### config.mk
export PLATFORM = sky130hd
export DESIGN_NAME = ltl_symbol_feeder
export DESIGN_NICKNAME = d
export VERILOG_FILES = /design/src/rtl/ltl_symbol_feeder.sv
export SDC_FILE = /design/constraint.sdc
export NUM_CORES = 1
export LEC_CHECK = 0
export BUFFER_PORTS_ARGS = -buffer_cell sky130_fd_sc_hd__buf_4
export CAP_MARGIN = 40
export CORE_MARGIN = 2
export CORE_UTILIZATION = 45
export CTS_CLUSTER_DIAMETER = 80
export DETAILED_ROUTE_END_ITERATION = 8
export GPL_ROUTABILITY_DRIVEN = 0
export MAX_ROUTING_LAYER = met4
export PLACE_DENSITY_LB_ADDON = 0.08
export RECOVER_POWER = 50
export SYNTH_ARGS = -nofsm -noshare
export SYNTH_HDL_FRONTEND = slang
export SYNTH_HIERARCHICAL = 1
export SYNTH_SLANG_ARGS = --single-unit
### constraint.sdc
create_clock -name clk -period 4.1 [get_ports clk]
set_input_delay 0.615 -clock clk [delete_from_list [all_inputs] [get_ports clk]]
set_output_delay 0.615 -clock clk [all_outputs]
set_load 0.02 [all_outputs]
### src/rtl/ltl_symbol_feeder.sv
// Buffers trace samples and frames each trace for the LTL automata with a monitor reset.
// Latency is 2 edges while streaming and 2+RST_CYCLES from idle; evt_ready drops only when the FIFO is full.
module ltl_symbol_feeder_fifo #(
    parameter int DEPTH = 16,
    parameter int W     = 9
) (
    input  logic         clk,
    input  logic         reset,
    input  logic         i_push,
    input  logic [W-1:0] i_dat,
    input  logic         i_pop,
    output logic [W-1:0] o_dat,
    output logic         o_full,
    output logic         o_empty
);
    localparam int PTR_W = $clog2(DEPTH);
    localparam int OCC_W = PTR_W + 1;

    logic [W-1:0]     r_mem [DEPTH];
    logic [PTR_W-1:0] r_wr_ptr;
    logic [PTR_W-1:0] r_rd_ptr;
    logic [OCC_W-1:0] r_count;
    logic             w_push;
    logic             w_pop;

    assign o_full  = (r_count == OCC_W'(DEPTH));
    assign o_empty = (r_count == '0);
    assign w_push  = i_push && !o_full;
    assign w_pop   = i_pop && !o_empty;
    assign o_dat   = r_mem[r_rd_ptr];

    always_ff @(posedge clk) begin
        if (w_push) begin
            r_mem[r_wr_ptr] <= i_dat;
        end
    end

    // Pointers wrap naturally because DEPTH is a power of two.
    always_ff @(posedge clk or posedge reset) begin
        if (reset) begin
            r_wr_ptr <= '0;
            r_rd_ptr <= '0;
            r_count  <= '0;
        end else begin
            if (w_push) begin
                r_wr_ptr <= r_wr_ptr + PTR_W'(1);
            end
            if (w_pop) begin
                r_rd_ptr <= r_rd_ptr + PTR_W'(1);
            end
            case ({w_push, w_pop})
                2'b10:   r_count <= r_count + OCC_W'(1);
                2'b01:   r_count <= r_count - OCC_W'(1);
                default: r_count <= r_count;
            endcase
        end
    end
endmodule

module ltl_symbol_feeder #(
    parameter int DEPTH      = 16,
    parameter int RST_CYCLES = 2,
    parameter int CNT_W      = 16
) (
    input  logic             clk,
    input  logic             reset,
    input  logic             evt_valid,
    input  logic [3:0]       evt_props,
    input  logic [3:0]       evt_aux,
    input  logic             evt_last,
    output logic             evt_ready,
    output logic [7:0]       symbols,
    output logic             run,
    output logic             mon_reset,
    output logic             busy,
    output logic [CNT_W-1:0] trace_cnt,
    output logic [CNT_W-1:0] sym_cnt
);
    localparam int SOR_W = (RST_CYCLES > 1) ? $clog2(RST_CYCLES) : 1;

    typedef enum logic [1:0] {
        S_IDLE,
        S_SOR,
        S_STREAM
    } state_t;

    state_t           r_state;
    state_t           w_state_nxt;
    logic [SOR_W-1:0] r_sor_cnt;
    logic [SOR_W-1:0] w_sor_cnt_nxt;
    logic [7:0]       r_symbols;
    logic [7:0]       w_symbols_nxt;
    logic             r_run;
    logic             w_run_nxt;
    logic             r_mon_reset;
    logic             w_mon_reset_nxt;
    logic             r_last;
    logic             w_last_nxt;
    logic [CNT_W-1:0] r_trace_cnt;
    logic [CNT_W-1:0] w_trace_cnt_nxt;
    logic [CNT_W-1:0] r_sym_cnt;
    logic [CNT_W-1:0] w_sym_cnt_nxt;

    logic             w_push;
    logic             w_pop;
    logic             w_full;
    logic             w_empty;
    logic [8:0]       w_head;

    assign w_push = evt_valid && !w_full;

    ltl_symbol_feeder_fifo #(
        .DEPTH (DEPTH),
        .W     (9)
    ) u_fifo (
        .clk     (clk),
        .reset   (reset),
        .i_push  (w_push),
        .i_dat   ({evt_last, evt_props, evt_aux}),
        .i_pop   (w_pop),
        .o_dat   (w_head),
        .o_full  (w_full),
        .o_empty (w_empty)
    );

    always_ff @(posedge clk or posedge reset) begin
        if (reset) begin
            r_state <= S_IDLE;
        end else begin
            r_state <= w_state_nxt;
        end
    end

    always_comb begin
        w_state_nxt     = r_state;
        w_sor_cnt_nxt   = r_sor_cnt;
        w_pop           = 1'b0;
        w_symbols_nxt   = r_symbols;
        w_run_nxt       = 1'b0;
        w_mon_reset_nxt = 1'b1;
        w_last_nxt      = r_last;
        w_trace_cnt_nxt = r_trace_cnt;
        w_sym_cnt_nxt   = r_sym_cnt;
        case (r_state)
            S_IDLE: begin
                w_sor_cnt_nxt = '0;
                if (!w_empty) begin
                    w_state_nxt = S_SOR;
                end
            end
            S_SOR: begin
                // The first pop coincides with mon_reset falling, so start_of_data lands on it.
                if (r_sor_cnt == SOR_W'(RST_CYCLES - 1)) begin
                    w_pop           = 1'b1;
                    w_symbols_nxt   = w_head[7:0];
                    w_last_nxt      = w_head[8];
                    w_run_nxt       = 1'b1;
                    w_mon_reset_nxt = 1'b0;
                    w_sym_cnt_nxt   = CNT_W'(1);
                    w_state_nxt     = S_STREAM;
                end else begin
                    w_sor_cnt_nxt = r_sor_cnt + SOR_W'(1);
                end
            end
            S_STREAM: begin
                w_mon_reset_nxt = 1'b0;
                if (r_last) begin
                    w_mon_reset_nxt = 1'b1;
                    w_trace_cnt_nxt = r_trace_cnt + CNT_W'(1);
                    w_state_nxt     = S_IDLE;
                end else if (!w_empty) begin
                    w_pop         = 1'b1;
                    w_symbols_nxt = w_head[7:0];
                    w_last_nxt    = w_head[8];
                    w_run_nxt     = 1'b1;
                    if (r_sym_cnt != '1) begin
                        w_sym_cnt_nxt = r_sym_cnt + CNT_W'(1);
                    end
                end
            end
            default: begin
                w_state_nxt = S_IDLE;
            end
        endcase
    end

    always_ff @(posedge clk or posedge reset) begin
        if (reset) begin
            r_sor_cnt   <= '0;
            r_symbols   <= '0;
            r_run       <= 1'b0;
            r_mon_reset <= 1'b1;
            r_last      <= 1'b0;
            r_trace_cnt <= '0;
            r_sym_cnt   <= '0;
        end else begin
            r_sor_cnt   <= w_sor_cnt_nxt;
            r_symbols   <= w_symbols_nxt;
            r_run       <= w_run_nxt;
            r_mon_reset <= w_mon_reset_nxt;
            r_last      <= w_last_nxt;
            r_trace_cnt <= w_trace_cnt_nxt;
            r_sym_cnt   <= w_sym_cnt_nxt;
        end
    end

    assign evt_ready = !w_full;
    assign symbols   = r_symbols;
    assign run       = r_run;
    assign mon_reset = r_mon_reset;
    assign busy      = (r_state != S_IDLE) || !w_empty;
    assign trace_cnt = r_trace_cnt;
    assign sym_cnt   = r_sym_cnt;
endmodule

-- Word-level counts from Yosys, hierarchy flattened
Memory sizes are Yosys's and may differ from the RTL's.
Index checks and enable logic that the tools add are counted.
- bits in registers: 59
- latch bits: 0
- memories kept: 1
- word-level logic and storage cells: 77
- output and inout bits: 44
- bits in read-only memories: 0
- input port bits: 12
- memory bits (writable): 144
- memories (memory ; words ; width ; rd ports ; clocked after Yosys merged registers in ; wr ports ; line ; RTL):
    u_fifo.r_mem ; 16 ; 9 ; 1 ; 0 ; 1 ; 19 ; logic [W-1:0] r_mem [DEPTH];
- multipliers: 0
- shift-type cells: 0
- equality and inequality tests: 12
- muxes and demuxes: 29
- magnitude comparators: 0
- add/sub/neg operators: 7
- bitwise operators: 0
- reductions and logical operators: 17
- div/mod/pow operators: 0
- operators by type and width (cell ; count):
    $mux W16 ; 4
    $add A16 B1 Y16 const B ; 2
    $pmux W16 S2 ; 1
    $mux W8 ; 3
    $ne A16 B16 Y1 const B ; 1
    $pmux W8 S2 ; 1
    $ne A2 B2 Y1 const B ; 6
    $mux W1 ; 11
    $pmux W5 S2 ; 1
    $add A4 B1 Y4 const B ; 2
    $pmux W1 S2 ; 4
    $reduce_bool A2 Y1 ; 4
    $mux W2 ; 3
    $pmux W2 S3 ; 1
    $add A5 B1 Y5 const B ; 1
    $eq A5 B5 Y1 const B ; 1
    $logic_not A5 Y1 ; 1
    $reduce_and A5 Y1 ; 1
    $sub A5 B1 Y5 const B ; 1
    $eq A2 B1 Y1 const B ; 2
    $eq A2 B2 Y1 const B ; 2
    $reduce_and A2 Y1 ; 2
    $reduce_and A4 Y1 ; 1
    $logic_and A1 B1 Y1 ; 3
    other kinds (5) ; 6

-- Logic depth before layout (Yosys ltp)
- word-level depth: 7
- gate-level depth with buffers: 16
- gate-level depth less buffers: 14

-- Hierarchy
Netlist, hierarchy kept.
- by module, submodules not included (module ; area an instance (um^2) ; cells an instance ; times used ; sequential area each (um^2)):
    ltl_symbol_feeder_fifo ; 6396.1 ; 362 ; 1 ; 4649.5
    ltl_symbol_feeder ; 2339.7 ; 241 ; 1 ; 1152.4

-- Worst setup path after synthesis
No wires, ideal clock.
- path kind: register -> register
- start: register u_fifo.r_count[0]
- end: register u_fifo.r_count[4]
- required time: 3977 ps
- stages on the path, launching flop included: 14
- period minus slack after synthesis: 2909 ps
- path buffers: 1
- slack: 1191 ps
- data arrival time: 2786 ps
- library setup time: 123 ps
- cells stage by stage: dfrtp_1 nor4_2 and2b_1 o21ai_0 and2_1 nor2b_1 buf_2 ha_1 ha_1 nor2b_1 o21ai_0 a21oi_1 or3b_1 xnor2_1
- longest elaborated chain between the ends: 7
- elaborated cells between the ends (all ways): 16
- classes of those cells: add/sub (2); eq/ne (3); mux (4); reduce/logical (7)
- ends and longest elaborated chain (item ; line ; RTL):
    start: declaration ; 22 ; logic [OCC_W-1:0] r_count;
    start signal: assignment ; 52 ; 2'b10: r_count <= r_count + OCC_W'(1);
    start signal: assignment ; 53 ; 2'b01: r_count <= r_count - OCC_W'(1);
    start signal: assignment ; 54 ; default: r_count <= r_count;
    $logic_not A5 Y1 * ; 27 ; assign o_empty = (r_count == '0);
    net w_empty ; 107 ; logic w_empty;
    $mux W1 * ; 171 ; end else if (!w_empty) begin
    $mux W1 * ; 167 ; if (r_last) begin
    $pmux W1 S2 * ; 144 ; case (r_state)
    net w_pop ; 105 ; logic w_pop;
    $logic_and A1 B1 Y1 * ; 29 ; assign w_pop = i_pop && !o_empty;
    net u_fifo.w_pop ; 24 ; logic w_pop;
    $eq A2 B1 Y1 or $eq A2 B2 Y1 (tied branches) ; 51 ; case ({w_push, w_pop})
    $pmux W5 S2 or $reduce_bool A2 Y1 (tied branches) ; n/a ;
The timed path passes the listed nets; every way through them passes the cells marked *.
A chain may end at the register's enable or synchronous reset.

-- Worst setup path in the final report
- start: register r_state[0]
- end: register r_sym_cnt[15] (netlist: sym_cnt[15])
- longest elaborated chain between the ends: 3
- elaborated cells between the ends (all ways): 9
- classes of those cells: eq/ne (6); mux (1); reduce/logical (2)
- ends and longest elaborated chain (item ; line ; RTL):
    start: declaration ; 87 ; state_t r_state;
    start signal: assignment ; 130 ; r_state <= w_state_nxt;
    $eq A2 B2 Y1 or $eq A2 B1 Y1 (tied branches) ; 144 ;
    $ne A2 B2 Y1 (no line) or $reduce_bool A2 Y1 (tied branches) ; n/a ;
    $reduce_and A5 Y1 (no line) ; n/a ;
    end signal: assignment ; 203 ; r_sym_cnt <= w_sym_cnt_nxt;
    end: declaration ; 101 ; logic [CNT_W-1:0] r_sym_cnt;
Parallel ways exist; a longest one is shown, timed or not.

==> results.tsv <==
stage	metric	value	unit
run_status	status	finished with violations	
run_status	failing checks	capacitance limit, slew limit	
worst_setup_path	r2r worst-path depth	7	
route	per-cell routed wire length	19.1	um
synthesis	Avg Cell Area, Syn	14.5	sq um
clock_network	Max Root-Sink Buffers	3	
place	IO Port Bufs	55	
synthesis	main combinational cell family by area after synthesis	multiplexers	
timing	Tmin final	3.28	ns
synthesis	mapped cell area	8740	sq um
final_layout	share of cells above drive strength 1	18.4	%
timing	Max-slew headroom	-25.8	%
timing	RSZ-0062 raised after global routing	no	
synthesis	Post-Synth Simple-Gate Area	8.82	%
grt	gr ovfl total	0	
timing	Max Slew Vio Count	36	
synthesis	cells after synthesis	603	
timing	# setup viols final	0	
route	DRT Wirelength	18200	um
worst_setup_path	Critical Path RT	4.49	ns
power	leakage power total	3.82	nW
timing	Tightest Pin Transition	1.89	ns
worst_setup_path	R2R setup slack	0.82	ns
clock_network	H-tree levels	1	
timing	Setup WS post-layout	0.819	ns
worst_setup_path	Max stage delay on crit path	0.70	ns
worst_setup_path	Critical Path AT	3.67	ns
synthesis	Adder-Cell Fraction of Synth Area	2.52	%
floorplan	Die Area	20500	sq um
final_layout	Final Util	53.9	%
worst_setup_path	Crit-path slowest cell	nor2_1	
place	Post-DP Area	9540	sq um
clock_network	CTS tree	built	
worst_setup_path	R2R Path End	sym_cnt[15]	
grt	first-pass GRT wire length	28800	um
floorplan	Site Rows	50	
route	Antenna Nets Post-Route	0	
power	Worst VDD drop	0.000380	V
worst_setup_path	worst path cell trace	inv_1, ha_1, clkbuf_1, mux2i_1, nor2_1, o21ai_1, a211o_1	
synthesis	synth warn	6	
floorplan	CORE AREA	18900	sq um
clock_network	total CTS buffers	22	
timing	final hold violations	0	
synthesis	#FFs+latches synth	203	
synthesis	Main synth FF type	edfxtp_1	
grt	initial antenna violation count	0	
route	Vias	5205	
clock_network	cts repair resizes	0	
route	TritonRoute pass-1 iters	5	
synthesis	most common cell in the netlist	edfxtp_1	
clock_network	hold_buf cts	0	
synthesis	Seq/Total Area, Yosys	66.4	%
synthesis	Synth area leaders	edfxtp_1 (49%), dfrtp_1 (17%), mux4_2 (4.6%)	
flow_run	MaxCap Viol Count	1	
grt	vias in the first global route	5277	
worst_setup_path	CP Capture Type	flop	
synthesis	Async SR Flop Fraction	29.1	%
timing	final worst path period share	80.0	%
place	DP HPWL	12400	um
power	PwrDens	688	nW/um^2
clock_network	CTS sink count	203	
power	Pwr Total	7.01	mW
synthesis	Yosys top cell area share	49.5	%
route	Residual DRC	0	
final_layout	cell area after layout	10200	sq um
final_layout	Final #Nets	709	
min_path	Worst Hold Class	primary input to asynchronous set/reset pin	
timing	clock skew	0.0104	ns
worst_setup_path	Worst Path Max Fanout	16	
synthesis	post-synthesis net count	632	
final_layout	Area Growth Syn to Fin	16.5	%
floorplan	die height	143	um
worst_setup_path	Setup CP Type	flop to flop	
worst_setup_path	RR Startpoint	r_state[0]	
timing	fmax	305	MHz
synthesis	Synth cell types	59	
synthesis	Commonest cells post-synth	edfxtp_1 (144), nand2_1 (59), dfrtp_1 (58), mux2i_1 (33), o21ai_0 (27)	
grt	Tot GR Track Use	18.7	%
clock_network	Worst-path clk slew	0.06	ns
synthesis	post-synth top area cell	edfxtp_1	
synthesis	Compound-Gate Fraction of Synth Area	7.05	%
route	Via density	5.45	
floorplan	starting density of the core	46.2	%
route	First DRT Iteration DRCs	254	
timing	Setup Total Neg Slack	0	ns
floorplan	io pins	56	
final_layout	ant diodes	0	
synthesis	Post-Synth XOR/XNOR Area	2.51	%
floorplan	Die X	143	um
clock_network	buffer count from post-CTS setup fixing	0	
worst_setup_path	crit path launch type	flop	
synthesis	EDFF count, synth	144	
clock_network	CTS root buffer	clkbuf_16	
synthesis	post-synthesis mux area share	10.2	%
grt	largest net degree at the start of global routing	36	
place	DP Worst Slack	0.895	ns
clock_network	Clk Latency, worst-skew pair	0.51	ns
[registers in the layout, indices dropped and copies added (netlist names)]
register         count
symbols              8
r_last               1
u_fifo/r_rd_ptr      4
mon_reset            1
r_sor_cnt            1
u_fifo/r_mem       144
sym_cnt             16
trace_cnt           16
run                  1
u_fifo/r_count       5
u_fifo/r_wr_ptr      4
r_state              2
[critical path: cells and delay by family (launching register included)]
kind	cells	cell delay, ns
compound gates	2	0.80
simple gates	1	0.70
buf+inv	2	0.67
mux	1	0.43
flops	1	0.41
fa+ha+maj	1	0.17
[report_power, final]
group	internal, mW	total, mW	switching (mW)
Combinational	0.891	2.16	1.27
Sequential	2.53	2.82	0.288
Clock	1.24	2.03	0.790
Total	4.66	7.01	2.35
[per-layer routing]
layer	vias to the layer above	GRT usage, %	wire length (um)	share of wire (%)
li1	2439	-	-	-
met1	2600	24.8	8220	45
met2	134	30.4	8680	48
met3	32	2.83	845	4.6
met4	0	5.16	449	2.5
met5	-	-	0	0
[cell usage in the layout, fill, tap and decap left out, drive strengths merged, types with 3 or more instances in the layout]
| cell type | instances |
|---|---|
| nor2b | 5 |
| clkbuf | 49 |
| or4 | 4 |
| nor2 | 23 |
| nand3 | 17 |
| buf | 52 |
| nand2 | 60 |
| or2 | 3 |
| a22oi | 9 |
| ha | 16 |
| a221oi | 9 |
| dfrtp | 58 |
| mux4 | 18 |
| and4 | 3 |
| mux2 | 14 |
| nand4 | 8 |
| nor3 | 15 |
| a211o | 3 |
| mux2i | 33 |
| bufinv | 4 |
| and2 | 3 |
| xor2 | 6 |
| edfxtp | 144 |
| o21ai | 28 |
| clkinv | 9 |
| nand2b | 5 |
| a21oi | 20 |
| xnor2 | 19 |
| nor4 | 4 |
| a211oi | 3 |
| and3 | 4 |
| inv | 20 |
[stage by stage]
| stage | hold slack, ns | instances |
|---|---|---|
| after global routing | 0.170 | 955 |
| after CTS | 0.0665 | 955 |
| final | 0.141 | 955 |
| after detailed placement | 0.474 | 916 |
| after global placement | 0.461 | 902 |
| after floorplan | 0.459 | 603 |
[how the worst max path moves through the flow]
| stage | from | endpoint | slack (ns) | cells past startpoint |
|---|---|---|---|---|
| global placement | r_state[1] | u_fifo/r_count[4] | 0.98 | 14 |
| finish | r_state[0] | sym_cnt[15] | 0.82 | 7 |
| detailed placement | r_state[1] | u_fifo/r_count[4] | 0.90 | 14 |
| floorplan | u_fifo/r_count[0] | u_fifo/r_count[4] | 1.19 | 13 |
| CTS | r_state[1] | u_fifo/r_count[4] | 0.88 | 14 |
| global route | r_state[0] | sym_cnt[13] | 0.52 | 7 |
[final cells by class]
class	count	area, sq um
fill	1616	8710
multi-input combinational	356	2710
clock buffer	23	554
tap	260	325
sequential	203	5800
inverter	19	71.3
timing repair buffer	78	519
clock inverter	16	196
[logic make-up after synthesis]
kind of cell | count (synthesis)
adders and majority gates | 17
muxes | 65
and+or+nand+nor | 158
AOI/OAI and AO/OA | 91
buffers and inverters | 44
DFF | 203
xor gates and xnor gates | 25
Note: power is estimated with default switching activity, not from simulation.
